### config.mk
export PLATFORM = sky130hd
export DESIGN_NAME = tmr_cnt_ofuf_ctrl
export DESIGN_NICKNAME = d
export VERILOG_FILES = /design/src/rtl/tmr_cnt_ofuf_ctrl.sv
export SDC_FILE = /design/constraint.sdc
export NUM_CORES = 1
export LEC_CHECK = 0
export ABC_CLOCK_PERIOD_IN_PS = 3400
export BUFFER_PORTS_ARGS = -buffer_cell sky130_fd_sc_hd__buf_2
export CAP_MARGIN = 20
export CORE_MARGIN = 2
export CORE_UTILIZATION = 55
export CTS_CLUSTER_SIZE = 40
export DETAILED_ROUTE_END_ITERATION = 8
export GPL_ROUTABILITY_DRIVEN = 0
export PLACE_DENSITY = 0.88
export SYNTH_ARGS = -nofsm -noshare
export SYNTH_HDL_FRONTEND = slang
export SYNTH_SLANG_ARGS = --single-unit
export TNS_END_PERCENT = 30
### constraint.sdc
create_clock -name clk -period 3.4 [get_ports clk]
set_input_delay 0.17 -clock clk [delete_from_list [all_inputs] [get_ports clk]]
set_output_delay 0.17 -clock clk [all_outputs]
set_load 0.02 [all_outputs]
### src/rtl/tmr_cnt_ofuf_ctrl.sv
// Timer counter with prescaler and parallel load, plus per-flag of/uf clear handshake FSMs.
// Optional macro OFUF_AUTO_RELOAD_EN: on a counting wrap, cnt reloads from tdr instead.
module tmr_cnt_ofuf_ctrl #(
  parameter int CLR_PULSE = 2,
  parameter int CLR_RETRY = 3
) (
  input  logic       clk,
  input  logic       of_con_rst_n,
  input  logic       en,
  input  logic       up_dn,
  input  logic       load,
  input  logic [7:0] tdr,
  input  logic [1:0] cks,
  input  logic       of_in,
  input  logic       uf_in,
  input  logic       clr_of,
  input  logic       clr_uf,
  output logic [7:0] cnt,
  output logic [1:0] rst_ofuf_n,
  output logic       irq_of,
  output logic       irq_uf,
  output logic [1:0] clr_busy,
  output logic [1:0] clr_err
);

  typedef enum logic [1:0] {IDLE, PULSE, SETTLE, CHECK} clr_state_t;

  localparam logic [3:0] PULSE_LAST = 4'(CLR_PULSE - 1);
  localparam logic [2:0] RETRY_MAX  = 3'(CLR_RETRY);

  logic [3:0] psc;
  logic [3:0] psc_top;
  logic       tick;
  logic [7:0] cnt_step;

  always_comb begin
    psc_top = 4'd1;
    case (cks)
      2'd0: psc_top = 4'd1;
      2'd1: psc_top = 4'd3;
      2'd2: psc_top = 4'd7;
      2'd3: psc_top = 4'd15;
      default: psc_top = 4'd1;
    endcase
  end

  assign tick = (psc == psc_top);

  always_comb begin
    cnt_step = up_dn ? cnt + 8'd1 : cnt - 8'd1;
`ifdef OFUF_AUTO_RELOAD_EN
    if ((up_dn && cnt == 8'hFF) || (!up_dn && cnt == 8'h00))
      cnt_step = tdr;
`endif
  end

  // Load restarts the prescaler so the first tick after a load is a full period away.
  always_ff @(posedge clk or negedge of_con_rst_n) begin
    if (!of_con_rst_n) begin
      psc <= 4'd0;
      cnt <= 8'h00;
    end else if (load) begin
      psc <= 4'd0;
      cnt <= tdr;
    end else begin
      psc <= tick ? 4'd0 : psc + 4'd1;
      if (tick && en)
        cnt <= cnt_step;
    end
  end

  logic [1:0] flag_meta;
  logic [1:0] flag_s;
  logic [1:0] flag_prev;
  logic [1:0] clr_req;
  logic [1:0] irq_vec;

  assign clr_req = {clr_uf, clr_of};

  always_ff @(posedge clk or negedge of_con_rst_n) begin
    if (!of_con_rst_n) begin
      flag_meta <= 2'b00;
      flag_s    <= 2'b00;
      flag_prev <= 2'b00;
    end else begin
      flag_meta <= {uf_in, of_in};
      flag_s    <= flag_meta;
      flag_prev <= flag_s;
    end
  end

  // Index 0 handles overflow, index 1 underflow.
  generate
    for (genvar gi = 0; gi < 2; gi++) begin : g_clr
      clr_state_t state;
      logic [3:0] timer;
      logic [2:0] attempts;
      logic       line;
      logic       busy;
      logic       err;
      logic       irq;

      always_ff @(posedge clk or negedge of_con_rst_n) begin
        if (!of_con_rst_n) begin
          state    <= IDLE;
          timer    <= 4'd0;
          attempts <= 3'd0;
          line     <= 1'b1;
          busy     <= 1'b0;
          err      <= 1'b0;
          irq      <= 1'b0;
        end else begin
          if (flag_s[gi] && !flag_prev[gi])
            irq <= 1'b1;
          else if (state == CHECK && !flag_s[gi])
            irq <= 1'b0;

          case (state)
            IDLE: begin
              if (clr_req[gi]) begin
                state    <= PULSE;
                line     <= 1'b0;
                busy     <= 1'b1;
                err      <= 1'b0;
                attempts <= 3'd1;
                timer    <= 4'd0;
              end
            end
            PULSE: begin
              if (timer == PULSE_LAST) begin
                state <= SETTLE;
                line  <= 1'b1;
                timer <= 4'd0;
              end else begin
                timer <= timer + 4'd1;
              end
            end
            SETTLE: begin
              // Three cycles let the detector's release propagate through the synchronizer.
              if (timer == 4'd2) begin
                state <= CHECK;
                timer <= 4'd0;
              end else begin
                timer <= timer + 4'd1;
              end
            end
            CHECK: begin
              if (!flag_s[gi]) begin
                state <= IDLE;
                busy  <= 1'b0;
              end else if (attempts < RETRY_MAX) begin
                state    <= PULSE;
                line     <= 1'b0;
                attempts <= attempts + 3'd1;
              end else begin
                state <= IDLE;
                busy  <= 1'b0;
                err   <= 1'b1;
              end
            end
            default: state <= IDLE;
          endcase
        end
      end

      assign rst_ofuf_n[gi] = line;
      assign clr_busy[gi]   = busy;
      assign clr_err[gi]    = err;
      assign irq_vec[gi]    = irq;
    end
  endgenerate

  assign irq_of = irq_vec[0];
  assign irq_uf = irq_vec[1];

endmodule

Word-level counts from Yosys, hierarchy flattened
Cells that the tools add are included.
- add/subtract/negate cells: 7
- magnitude comparators: 2
- equal/unequal tests: 28
- multiplexer cells: 62
- reduce and logical (&&, ||, !) cells: 33
- operators by type and width (operator ; count):
    $mux 4 ; 8
    $mux 1 ; 26
    $mux 8 ; 3
    $pmux 4 s3 ; 2
    $ne 2x2->1 const B ; 10
    $mux 3 ; 6
    $pmux 2 s4 ; 2
    $pmux 4 s4 ; 1
    $reduce_and 4->1 ; 4
    $add 4x1->4 const B ; 3
    $eq 2x2->1 const B ; 6
    $mux 2 ; 6
    $pmux 3 s2 ; 2
    $reduce_and 3->1 ; 4
    $reduce_bool 3->1 ; 4
    $reduce_and 5->1 ; 2
    $reduce_bool 2->1 ; 5
    $add 8x1->8 const B ; 1
    $eq 4x1->1 const B ; 2
    $eq 4x2->1 const B ; 2
    $pmux 1 s2 ; 4
    $sub 8x1->8 const B ; 1
    $add 3x1->3 const B ; 2
    $eq 2x1->1 const B ; 3
    other kinds (9) ; 23
- register bits: 44
- input port bits: 19
- output and inout bits: 16

Logic depth before layout (Yosys ltp)
Gate-level depths: netlist of run 1.
- depth in word-level cells: 6
- gate-level depth with buffers: 8
- gate-level depth less buffers: 7

Least setup slack after synthesis of run 1
Ideal clock, no wire load.
- path kind: register to register
- start: register cnt[0]
- end: register cnt[6]
- library setup time: 0.120 ns
- data arrival time: 1.896 ns
- data required time: 3.280 ns
- setup slack: 1.384 ns
- cell stages (with the launch flop): 7
- buffers on the path: 0
- clock period less this slack: 2.016 ns
- cell sequence: dfrtp_1 fa_1 a21o_1 a311o_1 a21oi_1 xnor2_1 a31o_2
- longest elaborated chain between the ends: 4
- elaborated cells on any way between the ends: 5
- those cells by class: 2 x add/sub; 3 x mux
- ends and longest elaborated chain (item ; line ; text):
    start: declaration ; 18 ; output logic [7:0] cnt,
    start signal: assignment ; 64 ; cnt <= tdr;
    start signal: assignment ; 68 ; cnt <= cnt_step;
    $sub 8x1->8 or $add 8x1->8 (tied branches) ; 50 ; cnt_step = up_dn ? cnt + 8'd1 : cnt - 8'd1;
    $mux 8 * ; 50 ;
    $mux 8 * ; 67 ; if (tick && en)
    $mux 8 * ; 62 ; end else if (load) begin
Mark *: on every way between the ends. The rest lies on a longest branch, timed or not. The select of a mux whose other input is x is not followed.
A chain may end at the register's enable or synchronous reset.

Final worst setup path of run 1
- start: register g_clr[1].state[0]
- end: register g_clr[1].state[0]
- longest elaborated chain between the ends: 3
- elaborated cells on any way between the ends: 9
- those cells by class: 6 x eq/ne; 1 x mux; 2 x reduce/logical
- ends and longest elaborated chain (item ; line ; text):
    start: declaration ; 95 ; clr_state_t state;
    start signal: assignment ; 105 ; state <= IDLE;
    start signal: assignment ; 121 ; state <= PULSE;
    start signal: assignment ; 131 ; state <= SETTLE;
    $eq 2x2->1, or another cell as far along ; 118 ; case (state)
    $ne 2x2->1 (no source line) ; n/a ;
    $reduce_and 3->1 (no source line) ; n/a ;
Several ways; a longest one is shown, not always the timed one.

==> flow_summary.json, run 1 <==
{
  "netlist.area_leader.share_pct": 39.0,
  "ant_nets": 0,
  "synthTopCellsByArea": "dfrtp_1 (39%), ha_1 (9.8%), a21oi_1 (5.4%)",
  "fin_skew_ns": 0.0117,
  "irDropWorstVdd_uv": 352,
  "antenna_cells": 0,
  "synth_nets": 330,
  "grt_max_degree": 45,
  "final_cell_mix": "dfrtp_1 (42), buf_2 (34), a21oi_1 (29), nand2_1 (28), o21ai_0 (24)",
  "tightestPinTransition_ns": 0.530,
  "vias": 2219,
  "cts_num_sinks": 44,
  "post-route-period-util_pct": 61.5,
  "worstPathMaxFanout": 9,
  "fin_tns_setup_ns": 0,
  "final_common_cell": "dfrtp_1",
  "grt_pass1_wl_um": 8670,
  "powerDensity_mw_per_mm2": 728,
  "drv_slew": 0,
  "report.final.setup_viol": 0,
  "crit_buf_inv": 2,
  "synthCells": 289,
  "rows": 25,
  "clk-insertion-delay-late_ns": 0.29,
  "max_freq_mhz": 478,
  "layout.nets": 361,
  "ys_warn_count": 0,
  "synth-seq-cells": 44,
  "tritoncts": "built",
  "ys_types": 55,
  "area_delta_synth_final_pct": 12.5,
  "total_power_mw": 2.21,
  "ys_seq_area_share_pct": 41.0,
  "placed_cells": 376,
  "stdcell_count": 388,
  "antenna_found_initial": 0,
  "dpl.hpwl_um": 3910,
  "slew-limit-headroom_pct": 64.5,
  "die_x_um": 74.0,
  "cts_max_level": 2,
  "place_area_mm2": 0.00287,
  "rsz0062_at_grt": "no",
  "cpPeakStageDelay_ns": 0.45,
  "syn_avg_cell_area_um2": 9.32,
  "synthArstFlopShare_pct": 100,
  "drt-wirelength-per-cell_um": 13.7,
  "die_h_um": 74.0,
  "io_buffers": 34,
  "yosys_most_used_dff": "dfrtp_1",
  "first_pass_iters": 4,
  "vias_per_cell": 5.72,
  "drc": 0,
  "yosysTopAreaCell": "dfrtp_1",
  "crit_chain": "inv_1, ha_1, inv_1, nor2_1, a21oi_1, a21oi_1, o21bai_1",
  "clk_pin_slew_ns": 0.09,
  "wirelength_um": 5300,
  "reg2reg_setup_slack_ns": 1.31,
  "dieArea_mm2": 0.00547,
  "drive_gt1_share_pct": 17.4,
  "design_area_mm2": 0.00303,
  "drv.max_cap_violation_count": 0,
  "cts_setup_buffers": 0,
  "cts_inserted_buffers": 5,
  "hold_slack_ns": 0.0787,
  "required_ns": 3.62,
  "first_global_vias": 2010,
  "io_pins": 35,
  "crit_family": "compound AO/OA/AOI/OAI gates",
  "clockBufferDepth": 2,
  "initial_core_util_pct": 57.0,
  "drt-initial-drc-count": 92,
  "end_kind": "flop",
  "track_usage_pct": 20.1,
  "outcome": "finished, final reports clean",
  "netlist_area_mm2": 0.00269,
  "synth_edf_count": 0,
  "hold_viol_final": 0,
  "crit_type": "reg2reg",
  "arrival_ns": 2.31,
  "cts_root_buffer": "clkbuf_8",
  "core_mm2": 0.00472,
  "cp-start-kind": "flop",
  "p_leak_nw": 1.43,
  "slowest_stage": "nor2_1",
  "hold_path.class": "in2reg",
  "grt_overflow_total": 0,
  "finalCriticalPeriod_ns": 2.09
}
==> through the flow <==
stage | util [%] | worst slack [ns]
floorplan | - | 1.38
global placement | 60.8 | 1.41
detailed placement | 60.8 | 1.33
CTS | 63.5 | 1.35
global route | 64.2 | 1.13
finish | 64.2 | 1.31
==> path summary, 6_finish.rpt <==
check,startpoint,end,depth (start not counted)
min,tdr[4],cnt[4],3
min in group asynchronous,of_con_rst_n,g_clr[0].err,2
max reg2reg,g_clr[1].state[0],g_clr[1].state[0],7
min reg2reg,flag_meta[1],flag_s[1],0
max,g_clr[1].state[0],g_clr[1].state[0],7
max in group asynchronous,of_con_rst_n,g_clr[1].line,3
==> Yosys cell counts (2+ instances only) <==
cell type and number:
a2111oi_0 2, nor2b_1 3, o21ai_0 24, clkbuf_1 8
mux2i_1 9, nor3b_1 2, nor2_1 16, a311o_1 2
a21oi_1 29, mux2_2 2, ha_1 21, nand2_1 28
and2_1 4, nand3_1 8, nor4b_1 2, dfrtp_1 42
inv_1 18, or2_2 3, xor2_1 3, nor3_1 6
buf_4 6, o31ai_1 2, dfstp_2 2, xnor2_1 6
a31oi_1 7, and3_1 2, a21o_1 3, a22o_1 2
==> repair_timing <==
| item | in CTS | in global routing |
|---|---|---|
| setup endpoints to repair | 0 | 0 |
| hold buffers | 2 | 1 |
| hold endpoints to repair | 2 | 43 |
| resized for setup | 0 | 0 |
==> tightest hold or removal path, cell delays in order <==
cell,delay (ns)
buf_2,0.07
nand2_1,0.04
o21ai_0,0.06
==> cells by family after synthesis <==
logic type | share of synthesized area (%)
and+or+nand+nor | 15.8
DFF | 41.0
buffers and inverters | 5.29
AOI/OAI and AO/OA | 20.3
xor gates and xnor gates | 2.93
adders and majority gates | 10.5
muxes | 4.18
==> flip-flops by register name (all words and copies together) (netlist names) <==
name            count
g_clr.state         4
g_clr.line          2
g_clr.attempts      6
flag_s              2
irq_of              1
flag_meta           2
psc                 4
g_clr.timer         8
flag_prev           2
g_clr.err           2
g_clr.busy          2
cnt                 8
irq_uf              1
==> report_power, final <==
group / internal, mW / switching [mW] / total (mW)
logic: 0.425 / 0.617 / 1.04
registers: 0.649 / 0.124 / 0.773
clock network: 0.218 / 0.174 / 0.392
==> cell type report <==
class / instances / area [µm²]
multi-input combinational: 213 / 1450
clock inverter: 2 / 35.0
timing repair buffer: 38 / 220
inverter: 18 / 67.6
sequential: 44 / 1100
fill: 378 / 1690
clock buffer: 6 / 72.6
tap: 67 / 83.8
==> routing by layer <==
metal	wire length (µm)	up-vias	GRT usage [%]
met3	219	4	5.15
met2	2600	67	33.4
met1	2470	1051	26.5
met4	17	0	5.05
li1	-	1097	-
met5	0	-	0
Power figures use the tool's default switching activity.
==> inputs of run 2 (changes only) <==
Settings changed: ABC_CLOCK_PERIOD_IN_PS 3400 to 1900, CORE_UTILIZATION 55 to 52.
Clock period 3.4 ns to 1.9 ns, I/O delays scaled along.
==> run 2 against run 1 <==
Routed wire length is 3.6% higher; core utilization decreased by 1.9 points; sequential power increased by 77%; critical path depth decreased by 1; cell area increased by 3.6%; sequential share of layout area decreased by 1.1 points; non-clock buffer count is 12 higher.
==> flow_summary.json, run 2 (same netlist as run 1, synthesis figures left out) <==
{
  "layout.nets": 373,
  "vias": 2234,
  "p_leak_nw": 1.47,
  "track_usage_pct": 20.2,
  "ant_nets": 0,
  "clk_pin_slew_ns": 0.09,
  "grt_max_degree": 30,
  "met3_length_um": 197,
  "vias_per_cell": 5.54,
  "rows": 26,
  "crit_buf_inv": 0,
  "drv.max_cap_violation_count": 0,
  "irDropWorstVdd_uv": 717,
  "core_mm2": 0.00504,
  "crit_cells": 6,
  "cpPeakStageDelay_ns": 0.44,
  "arrival_ns": 2.08,
  "required_ns": 2.10,
  "max_freq_mhz": 532,
  "cts_setup_buffers": 0,
  "crit_chain": "fa_2, a21o_1, a311o_1, a21oi_2, xnor2_1, a31o_2",
  "area_delta_synth_final_pct": 16.5,
  "crit_type": "reg2reg",
  "io_pins": 35,
  "final_cell_mix": "dfrtp_1 (39), buf_2 (34), nand2_1 (28), a21oi_1 (27), o21ai_0 (23)",
  "fillers": 401,
  "end_kind": "flop",
  "hold_slack_ns": 0.00739,
  "layout_setup_ws_ns": 0.0205,
  "antenna_cells": 0,
  "cts_root_buffer": "clkbuf_8",
  "top_layer": "met4",
  "dpl.hpwl_um": 3980,
  "post-route-period-util_pct": 98.9,
  "clockBufferDepth": 2,
  "drt-wirelength-per-cell_um": 13.6,
  "tightestPinTransition_ns": 0.649,
  "powerDensity_mw_per_mm2": 1270,
  "outcome": "finished, final reports clean",
  "die_x_um": 76.0,
  "grt_overflow_total": 0,
  "fin_skew_ns": 0.00566,
  "wl_met2_um": 2700,
  "drv_slew": 0,
  "slew-limit-headroom_pct": 56.7,
  "final_util_pct": 62.3,
  "reg2reg_setup_slack_ns": 0.02,
  "crit_family": "compound AO/OA/AOI/OAI gates",
  "drc": 0,
  "hold_viol_final": 0,
  "tritoncts": "built",
  "io_buffers": 34,
  "total_power_mw": 3.98,
  "die_h_um": 76.0,
  "rsz0062_at_grt": "yes",
  "cts_inserted_buffers": 5,
  "dieArea_mm2": 0.00577,
  "grt_pass1_wl_um": 9550,
  "dp_slack_ns": -0.0173,
  "final_common_cell": "dfrtp_1",
  "wirelength_um": 5500,
  "slowest_stage": "dfrtp_2",
  "drt-initial-drc-count": 104,
  "first_pass_iters": 4,
  "antenna_found_initial": 0,
  "worstPathMaxFanout": 4,
  "cts_max_level": 2,
  "reg_top3": "cnt: 8 flops, g_clr.timer: 8 flops, g_clr.attempts: 6 flops",
  "hold_depth": 3,
  "r2r_cells": 6,
  "drive_gt1_share_pct": 22.2,
  "clk-insertion-delay-late_ns": 0.30,
  "hold_path.class": "in2reg",
  "wl_met1_um": 2500,
  "report.final.setup_viol": 0,
  "initial_core_util_pct": 53.4,
  "cts_num_sinks": 44,
  "finalCriticalPeriod_ns": 1.88,
  "cp-start-kind": "flop",
  "first_global_vias": 2192
}
## run 2: changes by cell type in the layout (fill, tap and decap cells not counted), moves of 2 or more
cell | previous run | this run
dfrtp_2 | 0 | 3
a21oi_1 | 29 | 27
dfrtp_1 | 42 | 39
a21oi_2 | 0 | 2
dlygate4sd3_1 | 3 | 6
buf_4 | 0 | 10
## run 2: power breakdown
group | switching [mW] | internal (mW) | leakage, nW
Combinational | 1.14 | 0.836 | 0.883
Clock | 0.331 | 0.296 | 0.0445
Sequential | 0.209 | 1.16 | 0.540
## run 2: final timing paths
kind	startpoint	endpoint
min in group asynchronous	of_con_rst_n	g_clr[1].attempts[1]
max in group asynchronous	of_con_rst_n	g_clr[0].line
worst max register to register	cnt[1]	cnt[6]
worst min-delay path	tdr[5]	cnt[5]
worst max-delay path	cnt[1]	cnt[6]
worst min register to register	flag_meta[1]	flag_s[1]
## run 2: final cells by class
| type | count | area, µm² | area share (%) |
|---|---|---|---|
| Sequential cell | 44 | 1110 | 35.3 |
| Clock inverter | 1 | 7.51 | 0.239 |
| Clock buffer | 7 | 86.3 | 2.75 |
| Timing Repair Buffer | 50 | 305 | 9.72 |
| Inverter | 18 | 67.6 | 2.15 |
| Tap cell | 70 | 87.6 | 2.79 |
| Multi-Input combinational cell | 213 | 1480 | 47.1 |
## run 2: worst min-delay path: stages
cell and delay, ns:
buf_2 0.08, nand2_1 0.05, o21ai_0 0.06
## run 2: what timing repair did
item / CTS / global route
gates cloned: 0 / 0
endpoints found under the hold margin: 31 / 0
hold buffers: 6 / 0
pin swaps: 0 / 3
resized for setup: 2 / 5
setup endpoints to repair: 2 / 7
## run 2: stage by stage
step,area (µm²),cells,TNS (ns)
floorplan,2700,289,-0.00186
global placement,2960,389,0
detailed placement,2960,389,-0.0173
CTS,3120,403,0
global route,3140,403,-0.0750
finish,3140,403,0
## run 2: layer usage
layer  vias to the layer above  GRT usage [%]
met5                         -              0
met4                         0           8.73
met3                         9           4.50
met2                        45           33.6
met1                      1064           25.5
li1                       1116              -
==> inputs of run 3 (changes only) <==
Settings changed: ABC_AREA set to 1, SLEW_MARGIN set to 15.
==> run 3 against run 2 <==
Register-to-register slack better by 0.18 ns; hold slack better by 0.0050 ns; critical path depth stayed put; non-clock buffer count is 11 lower; sequential cell count stayed put; first-iteration DRC count stayed put; highest routed layer unchanged.
==> flow_summary.json, run 3 <==
{
  "cts_setup_buffers": 0,
  "fin_tns_setup_ns": 0,
  "arrival_ns": 1.90,
  "cts_resized": 0,
  "hold_viol_final": 0,
  "syn_avg_cell_area_um2": 7.80,
  "synthMuxAreaShare_pct": 0,
  "slew-limit-headroom_pct": 73.9,
  "rr_startpoint": "g_clr[1].state[1]",
  "worstHoldStart": "tdr[7]",
  "hold_path.class": "in2reg",
  "ant_nets": 0,
  "synthArstFlopShare_pct": 100,
  "area_delta_synth_final_pct": 12.8,
  "io_pins": 35,
  "powerDensity_mw_per_mm2": 1330,
  "placed_cells": 428,
  "end_kind": "flop",
  "synth-simple-area-share_pct": 26.1,
  "crit_type": "reg2reg",
  "outcome": "finished, final reports clean",
  "synthCells": 333,
  "crit_chain": "inv_1, ha_1, o21ai_1, nor2_1, a21oi_1, nor3_1",
  "synthTopCellsByArea": "dfrtp_1 (40%), nand2_1 (13%), ha_1 (10%)",
  "antenna_cells": 0,
  "final_cell_mix": "nand2_1 (91), dfrtp_1 (42), inv_1 (41), buf_2 (34), nand3_1 (27)",
  "rows": 25,
  "p_leak_nw": 1.56,
  "cpPeakStageDelay_ns": 0.43,
  "netlist.area_leader.share_pct": 40.5,
  "ys_warn_count": 0,
  "track_usage_pct": 20.1,
  "antenna_found_initial": 0,
  "tritoncts": "built",
  "first_global_vias": 2071,
  "wirelength_um": 4970,
  "vias_per_cell": 4.99,
  "synth_nets": 374,
  "post-route-period-util_pct": 89.2,
  "cts_max_level": 2,
  "cp-start-kind": "flop",
  "grt_max_degree": 17,
  "max_freq_mhz": 590,
  "clk_pin_slew_ns": 0.09,
  "layout.nets": 412,
  "first_pass_iters": 4,
  "synth_common_cells": "nand2_1 (91), dfrtp_1 (42), inv_1 (41)",
  "synth_most_common_cell": "nand2_1",
  "synth_edf_count": 0,
  "slowest_stage": "dfrtp_1",
  "irDropWorstVdd_uv": 798,
  "clk-insertion-delay-late_ns": 0.30,
  "ys_types": 30,
  "dieArea_mm2": 0.00558,
  "cts_root_buffer": "clkbuf_8",
  "die_h_um": 74.7,
  "grt_pass1_wl_um": 8600,
  "ys_seq_area_share_pct": 42.5,
  "synth-seq-cells": 44,
  "rsz0062_at_grt": "no",
  "fillers": 417,
  "reg_top3": "cnt: 8 flops, g_clr.timer: 8 flops, g_clr.attempts: 6 flops",
  "drt-wirelength-per-cell_um": 11.3,
  "initial_core_util_pct": 54.6,
  "required_ns": 2.10,
  "drt-initial-drc-count": 104,
  "synth-compound-area-share_pct": 9.63,
  "io_buffers": 34,
  "drv_slew": 0,
  "drv.max_cap_violation_count": 0,
  "crit_start": "g_clr[1].state[1]",
  "cts_num_sinks": 44,
  "synth_xor_area_share_pct": 2.36,
  "cts_inserted_buffers": 5,
  "clockBufferDepth": 2,
  "fin_skew_ns": 0.00804,
  "finalCriticalPeriod_ns": 1.70,
  "cts_hold_buf": 3,
  "die_x_um": 74.7,
  "synth_top_family_by_area": "simple AND/OR/NAND/NOR gates",
  "report.final.setup_viol": 0,
  "netlist_area_mm2": 0.00260,
  "worstPathMaxFanout": 6,
  "drive_gt1_share_pct": 15.1,
  "vias": 2190,
  "tightestPinTransition_ns": 0.390,
  "stdcell_count": 439,
  "yosysTopAreaCell": "dfrtp_1",
  "grt_overflow_total": 0,
  "core_mm2": 0.00475,
  "synthAdderAreaFrac_pct": 10.9,
  "yosys_most_used_dff": "dfrtp_1",
  "final_common_cell": "nand2_1",
  "dpl.hpwl_um": 3800,
  "drc": 0
}
run 3: cell count changes in the layout (fill, tap and decap cells not counted), sizes merged, moves of 7 or more:
cell | previous run | this run
nand2 | 29 | 93
inv | 18 | 43
nand3 | 8 | 28
a21oi | 29 | 17
nor2 | 16 | 27
mux2i | 9 | 0
buf | 44 | 36
a31oi | 7 | 0
run 3: cell families (layout without fill, tap and decap cells):
family,count (synthesis),after routing
and+or+nand+nor,159,159
buffers and inverters,52,91
AOI/OAI and AO/OA,49,49
DFF,44,44
adders and majority gates,22,22
xor gates and xnor gates,7,7
run 3: metal layers:
metal  up-vias  part of all wire (%)  wire length, µm  track usage (%)
met4         0                   1.8               89             6.75
met2        38                    50             2480             35.4
li1       1138                     -                -                -
met1      1006                    45             2260             24.3
met3         8                   3.0              147             4.55
met5         -                     0                0                0
run 3: area by class of cell:
| type | count | area (µm²) | area share, % |
|---|---|---|---|
| timing repair buffer | 39 | 215 | 7.34 |
| multi-input combinational | 237 | 1270 | 43.4 |
| clock buffer | 5 | 68.8 | 2.35 |
| tap | 67 | 83.8 | 2.86 |
| inverter | 44 | 168 | 5.72 |
| sequential | 44 | 1100 | 37.7 |
| clock inverter | 3 | 18.8 | 0.640 |
run 3: final timing paths:
check / to / slack [ns] / cells after the start
max reg2reg: g_clr[1].timer[2] / 0.20 / 6
max in group asynchronous: cnt[1] / 1.14 / 3
min in group asynchronous: g_clr[1].attempts[2] / 0.22 / 2
min reg2reg: flag_s[0] / 0.35 / 0
min: cnt[7] / 0.01 / 3
max: g_clr[1].timer[2] / 0.20 / 6
run 3: through the flow:
stage	worst slack (ns)	total power, mW	hold WS (ns)	util [%]	area, µm²
finish	0.204	3.90	0.0124	61.6	2930
global route	0.0319	4.27	0.0279	61.6	2930
CTS	0.200	3.91	0.0109	61.6	2930
detailed placement	0.220	3.31	0.0194	59.2	2810
global placement	0.345	3.22	0.0156	59.2	2810
floorplan	0.383	2.89	-0.201	-	2600
run 3: critical path, delay by kind of cell, from the launching register on:
family          cells  cell delay (ns)
compound gates      2             0.22
simple gates        2             0.42
buf+inv             1             0.12
fa+ha+maj           1             0.39
flops               1             0.43
run 3: where the power goes:
part	internal (mW)	switching [mW]
Combinational	0.677	1.22
Sequential	1.21	0.208
Clock	0.257	0.331
Total	2.14	1.76
